$ cat src/rtl/count_updn.sv
// Up/down counter over 0..MOD_MAX with prescaled stepping, load, clear and a terminal-count strobe.
// Define COUNT_UPDN_PRESC_EN to build in the prescaler; otherwise the counter steps on every enabled cycle.
module count_updn #(
    parameter int unsigned WIDTH    = 8,
    parameter int unsigned MOD_MAX  = 255,
    parameter int unsigned PRESC    = 4,
    parameter int unsigned SATURATE = 0
) (
    input  logic             clk_i,
    input  logic             rst_ni,
    input  logic             en_i,
    input  logic             dir_i,
    input  logic             load_i,
    input  logic [WIDTH-1:0] load_val_i,
    input  logic             clear_i,
    output logic [WIDTH-1:0] count_o,
    output logic             tick_o,
    output logic             tc_o
);

    localparam logic [WIDTH-1:0] LP_MAX = WIDTH'(MOD_MAX);
    localparam bit               LP_SAT = (SATURATE != 0);

    if (WIDTH < 1 || WIDTH > 32) begin : g_bad_width
        $error("count_updn: WIDTH must be in 1..32");
    end
    if (64'(MOD_MAX) > ((64'd1 << WIDTH) - 64'd1)) begin : g_bad_max
        $error("count_updn: MOD_MAX does not fit in WIDTH bits");
    end
    if (PRESC < 2 || PRESC > 65535) begin : g_bad_presc
        $error("count_updn: PRESC must be in 2..65535");
    end
    if (SATURATE > 1) begin : g_bad_sat
        $error("count_updn: SATURATE must be 0 or 1");
    end

    logic [WIDTH-1:0] r_count;
    logic [WIDTH-1:0] w_count_nxt;
    logic [WIDTH-1:0] w_load_clamped;
    logic             w_tick;
    logic             w_at_bound;
    logic             w_tc;

`ifdef COUNT_UPDN_PRESC_EN
    localparam int unsigned        LP_PW    = $clog2(PRESC);
    localparam logic [LP_PW-1:0]   LP_PLAST = LP_PW'(PRESC - 1);

    logic [LP_PW-1:0] r_presc;
    logic [LP_PW-1:0] w_presc_nxt;

    // Load does not touch the prescaler; only clear realigns it.
    always_comb begin
        w_presc_nxt = r_presc;
        if (clear_i) begin
            w_presc_nxt = '0;
        end else if (en_i) begin
            w_presc_nxt = (r_presc == LP_PLAST) ? '0 : r_presc + LP_PW'(1);
        end
    end

    always_ff @(posedge clk_i or negedge rst_ni) begin
        if (!rst_ni) begin
            r_presc <= '0;
        end else begin
            r_presc <= w_presc_nxt;
        end
    end

    assign w_tick = en_i && (r_presc == LP_PLAST);
`else
    // Without a prescaler register there is nothing for reset to clear, so gate it here.
    assign w_tick = en_i && rst_ni;
`endif

    always_comb begin
        w_load_clamped = (load_val_i > LP_MAX) ? LP_MAX : load_val_i;
        w_at_bound     = dir_i ? (r_count == '0) : (r_count >= LP_MAX);
        w_count_nxt    = r_count;
        if (clear_i) begin
            w_count_nxt = '0;
        end else if (load_i) begin
            w_count_nxt = w_load_clamped;
        end else if (w_tick) begin
            if (!dir_i) begin
                if (r_count >= LP_MAX) begin
                    w_count_nxt = LP_SAT ? LP_MAX : '0;
                end else begin
                    w_count_nxt = r_count + WIDTH'(1);
                end
            end else begin
                if (r_count == '0) begin
                    w_count_nxt = LP_SAT ? '0 : LP_MAX;
                end else begin
                    w_count_nxt = r_count - WIDTH'(1);
                end
            end
        end
    end

    always_ff @(posedge clk_i or negedge rst_ni) begin
        if (!rst_ni) begin
            r_count <= '0;
        end else begin
            r_count <= w_count_nxt;
        end
    end

    assign w_tc = w_tick && !clear_i && !load_i && w_at_bound;

    assign count_o = r_count;
    assign tick_o  = w_tick;
    assign tc_o    = w_tc;

endmodule
$ cat config.mk
export PLATFORM = sky130hd
export DESIGN_NAME = count_updn
export DESIGN_NICKNAME = d
export VERILOG_FILES = /design/src/rtl/count_updn.sv
export SDC_FILE = /design/constraint.sdc
export NUM_CORES = 1
export LEC_CHECK = 0
export BUFFER_PORTS_ARGS = -buffer_cell sky130_fd_sc_hd__clkbuf_2
export CAP_MARGIN = 20
export CORE_MARGIN = 2
export CORE_UTILIZATION = 52
export CTS_CLUSTER_SIZE = 30
export DETAILED_ROUTE_END_ITERATION = 7
export GPL_ROUTABILITY_DRIVEN = 0
export PLACE_DENSITY_LB_ADDON = 0.3
export SYNTH_ARGS = -nofsm -noshare
export SYNTH_HDL_FRONTEND = slang
export SYNTH_SLANG_ARGS = --single-unit
$ cat constraint.sdc
create_clock -name clk_i -period 2.4 [get_ports clk_i]
set_clock_uncertainty 0.05 [all_clocks]
set_input_delay 0.24 -clock clk_i [delete_from_list [all_inputs] [get_ports clk_i]]
set_output_delay 0.24 -clock clk_i [all_outputs]
set_load 0.02 [all_outputs]
After elaboration in Yosys (flattened, before gate mapping):

Cells that the tools add are included.

* add/subtract/negate cells: 2
* multipliers: 0
* divide/modulo/power cells: 0
* order comparisons: 2
* equal/unequal tests: 0
* shift-type cells: 0
* mux-type cells: 8
* bitwise operators: 0
* reduce and logical (&&, ||, !) cells: 8

Operators with widths (count)
* $mux W8: 7
* $add A8 B1 Y8 const B: 1
* $ge A8 B8 Y1 const B: 1
* $gt A8 B8 Y1 const B: 1
* $logic_not A8 Y1: 1
* $sub A8 B1 Y8 const B: 1
* $logic_and A1 B1 Y1: 4
* $reduce_bool A3 Y1: 1
* $logic_not A1 Y1: 2
* $mux W1: 1

* bits in registers: 8
* bits in latches: 0
* memory bits (writable): 0
* ROM bits: 0
* bits of input ports: 14
* output and inout bits: 10
* memories kept: 0

Depth between registers and ports, before layout:

* depth after elaboration: 6
* gate-level depth with buffers: 7
* depth with buffers taken out: 6

Worst setup path after synthesis:

OpenSTA, ideal clock, no wires.

* path type: register to output
* from: register r_count[0], in the netlist count_o[0]
* to: output tc_o
* arrival time: 1.831 ns
* setup slack: 0.279 ns
* cell stages (with the launch flop): 7
* cells stage by stage: dfrtp_1 > clkbuf_1 > inv_1 > ha_1 > nor4b_4 > nand3_1 > a21boi_0

* cells in the longest elaborated chain, start to end: 3
* elaborated cells between the ends (all ways): 4

Ends and longest elaborated chain
* start, declared: RTL line 37 `logic [WIDTH-1:0] r_count;`
* start signal, assigned: RTL line 104 `r_count <= w_count_nxt;`
* $ge A8 B8 Y1 or $logic_not A8 Y1 (tied branches): RTL line 77 `w_at_bound = dir_i ? (r_count == '0) : (r_count >= LP_MAX);`
* $mux W1 *: RTL line 77
* $logic_and A1 B1 Y1 *: RTL line 108 `assign w_tc = w_tick && !clear_i && !load_i && w_at_bound;`
* end, declared: RTL line 18 `output logic tc_o`

Mark *: on every way between the ends. The rest lies on a longest branch, timed or not.

Final worst setup path:

Ends and elaborated chain as after synthesis.

==> flow_metrics.py <==
metrics = {
    "yosys": {
        "synth-seq-cells": 8,
        "yosysSeqAreaShare_pct": 21.6,
        "synth_area_per_cell_sq_um": 7.78,
        "synth-edff-count": 0,
        "syn_area_sq_um": 926,
        "ys_warn_count": 0,
        "syn-instance-count": 119,
        "postSynthNetCount": 136,
        "synthDistinctLibCells": 44,
        "synthArstFlopShare_pct": 100,
        "synthFlopType": "dfrtp_1",
    },
    "timing": {
        "finalHoldViolCount": 0,
        "fin_tns_setup_ns": 0,
        "final.setup.worst_slack_ns": 0.153,
        "tightest_slew_ns": 0.752,
        "whs_ns": 0.149,
        "max_freq_mhz": 445,
        "post-route-period-util_pct": 93.6,
        "max-slew-margin-rel_pct": 49.6,
        "rsz0062_at_grt": "no",
        "slew_violations": 0,
        "post-route-min-period_ns": 2.25,
        "setup_viol": 0,
    },
    "clock_tree": {
        "cts_root_buf": "clkbuf_4",
        "cts_buffer_depth": 2,
        "post_cts_buffers": 0,
        "cts_tree": "done",
        "htreeDepth": 1,
        "clock-sinks": 8,
        "clkLatencyLatePin_ns": 0.27,
        "cts_buffers": 3,
        "clk_pin_slew_ns": 0.06,
    },
    "finish": {
        "fillers": 152,
        "drive_gt1_share_pct": 28.5,
        "largest_register_ffs": 8,
        "layout.nets": 156,
        "antenna_cells": 0,
        "area_delta_synth_final_pct": 15.9,
    },
    "place": {
        "place_ws_ns": 0.310,
        "portBuffers": 23,
        "dp_hpwl_um": 1920,
    },
    "setup_path": {
        "worstPathArrival_ns": 1.96,
        "cp.required_ns": 2.11,
        "critPathTopFamily": "simple AND/OR/NAND/NOR gates",
        "crit_type": "flip-flop to output port",
        "reg2reg_slack_ns": 0.39,
        "cp-startpoint": "count_o[0]$_DFFE_PN0P_",
        "path_cells": "ha_1 -> nand2b_1 -> or3_1 -> a21boi_0 -> clkbuf_2",
        "start_kind": "flip-flop",
        "reg2reg_depth": 6,
        "slowest_stage": "dfrtp_2",
        "end_kind": "output port",
        "path_buf_inv": 1,
        "cp_max_fo": 11,
        "worstReg2RegEnd": "count_o[5]$_DFFE_PN0P_",
        "cp_slowest_stage_delay_ns": 0.47,
        "r2r_start": "count_o[0]$_DFFE_PN0P_",
    },
    "global_route": {
        "antenna_found_initial": 0,
        "grt_overflow_total": 0,
        "grt_pass1_vias": 861,
        "use_met2_pct": 41.7,
        "grt_pass1_wl_um": 4260,
        "grt_usage_pct": 27.9,
        "grt_util_met1_pct": 40.4,
        "top_usage_layer": "met2",
        "met3_usage_pct": 3.53,
        "grt_max_degree": 19,
    },
    "die": {
        "rows": 15,
        "die-area_sq_um": 2130,
        "initial_core_util_pct": 54.2,
        "core-area_sq_um": 1710,
        "num_io_pins": 24,
        "die_x_um": 46.2,
        "die_y_um": 46.2,
    },
    "min_path": {
        "min_from": "load_val_i[4]",
        "hold_path_depth": 3,
        "hold_end": "count_o[4]$_DFFE_PN0P_",
        "worstHoldPathType": "input port to flip-flop",
    },
    "run_status": {
        "status": "finished, final reports clean",
    },
    "power": {
        "power-per-cell-area_nw_per_um2": 444,
        "p_leak_nw": 0.440,
        "peakVddDrop_mv": 0.250,
    },
    "routing": {
        "wirelength_um": 2690,
        "vias": 1053,
        "drcViolationCount": 0,
        "vias_per_cell": 6.50,
        "avgRoutedWirePerCell_um": 16.6,
        "drtIter0Drc": 64,
        "drt_first_pass_iters": 4,
        "antenna_left": 0,
    },
    "run": {
        "drv_cap": 0,
    },
}
-- report_power, final --
part / switching (W) / leakage [nW] / internal (W)
logic: 0.000103 / 0.325 / 0.0000770
clock network: 0.0000611 / 0.0138 / 0.0000582
registers: 0.0000316 / 0.101 / 0.000146
-- logic make-up (layout without fill, tap and decap cells) --
group	Yosys count	count (layout)	share of synthesized area (%)
buffers and inverters	19	37	9.60
adders and majority gates	3	3	4.05
AOI/OAI and AO/OA	43	43	33.1
xor gates and xnor gates	2	2	1.89
DFF	8	8	21.6
and+or+nand+nor	43	43	28.6
muxes	1	1	1.08
-- final cells by class --
type / count / area (sq um) / share of cell area [%]
Sequential cell: 8 / 204 / 19.0
Timing Repair Buffer: 27 / 148 / 13.8
Tap cell: 25 / 31.3 / 2.91
Clock buffer: 3 / 22.5 / 2.10
Multi-Input combinational cell: 92 / 642 / 59.8
Inverter: 7 / 26.3 / 2.45
-- layer usage --
layer  share of wire, %  vias to the layer above
met4                2.1                        0
met2                 45                       88
met3                 12                        7
met5                  0                        -
met1                 40                      466
li1                   -                      492
-- layout by cell type (no fill, tap or decap), drive strengths merged, types with 2 or more instances in the layout --
| master | n |
|---|---|
| a2111oi | 2 |
| nand2 | 7 |
| buf | 3 |
| nand4 | 2 |
| ha | 3 |
| nor2 | 7 |
| xnor2 | 2 |
| o21a | 3 |
| nor3 | 5 |
| nand3 | 4 |
| inv | 7 |
| nor2b | 4 |
| o21ai | 4 |
| a21oi | 11 |
| a31oi | 3 |
| or3 | 3 |
| clkbuf | 26 |
| a211oi | 4 |
| a22oi | 2 |
| a211o | 2 |
| o31ai | 4 |
| nor4 | 4 |
| dfrtp | 8 |
| or4b | 2 |
-- per-stage QoR --
stage | power (W) | cells | util (%) | area (sq um)
global placement | 0.000349 | 158 | 60.4 | 1030
floorplan | 0.000303 | 119 | - | 926
CTS | 0.000468 | 162 | 62.4 | 1070
global route | 0.000502 | 162 | 62.9 | 1070
detailed placement | 0.000352 | 158 | 60.4 | 1030
finish | 0.000477 | 162 | 62.9 | 1070
-- how the worst max path moves through the flow --
stage	to	slack, ns	cells after the start
after global placement	tc_o	0.35	4
after CTS	tc_o	0.08	5
after detailed placement	tc_o	0.31	4
after floorplan	tc_o	0.28	6
final	tc_o	0.15	5
after global routing	tc_o	0.08	5
-- worst reg2reg max path: cells and delay by family (launching register included) --
family                   cells  cell delay, ns
AND/OR/NAND/NOR              3            0.87
flip-flops                   1            0.48
AO/OA/AOI/OAI                1            0.25
adder cells (fa/ha/maj)      1            0.16
buffers and inverters        1            0.11
-- cell usage after synthesis, drive strengths merged (4+ instances only) --
master  instances  area (sq um)
a211oi          4          30.0
a21oi          11          55.1
buf             5          36.3
clkbuf          7          26.3
dfrtp           8           200
inv             7          26.3
nand2           7          26.3
nand3           4          20.0
nor2            7          26.3
nor2b           4          25.0
nor3            5          35.0
nor4            4          25.0
o21ai           4          20.0
o31ai           4          30.0
-- repair_timing --
action,4_1_cts,5_1_grt
hold buffers,1,0
endpoints found under the hold margin,8,0
setup endpoints to repair,1,1
pin swaps,0,0
gates resized for setup,1,3
(Power assumes the default switching activity.)
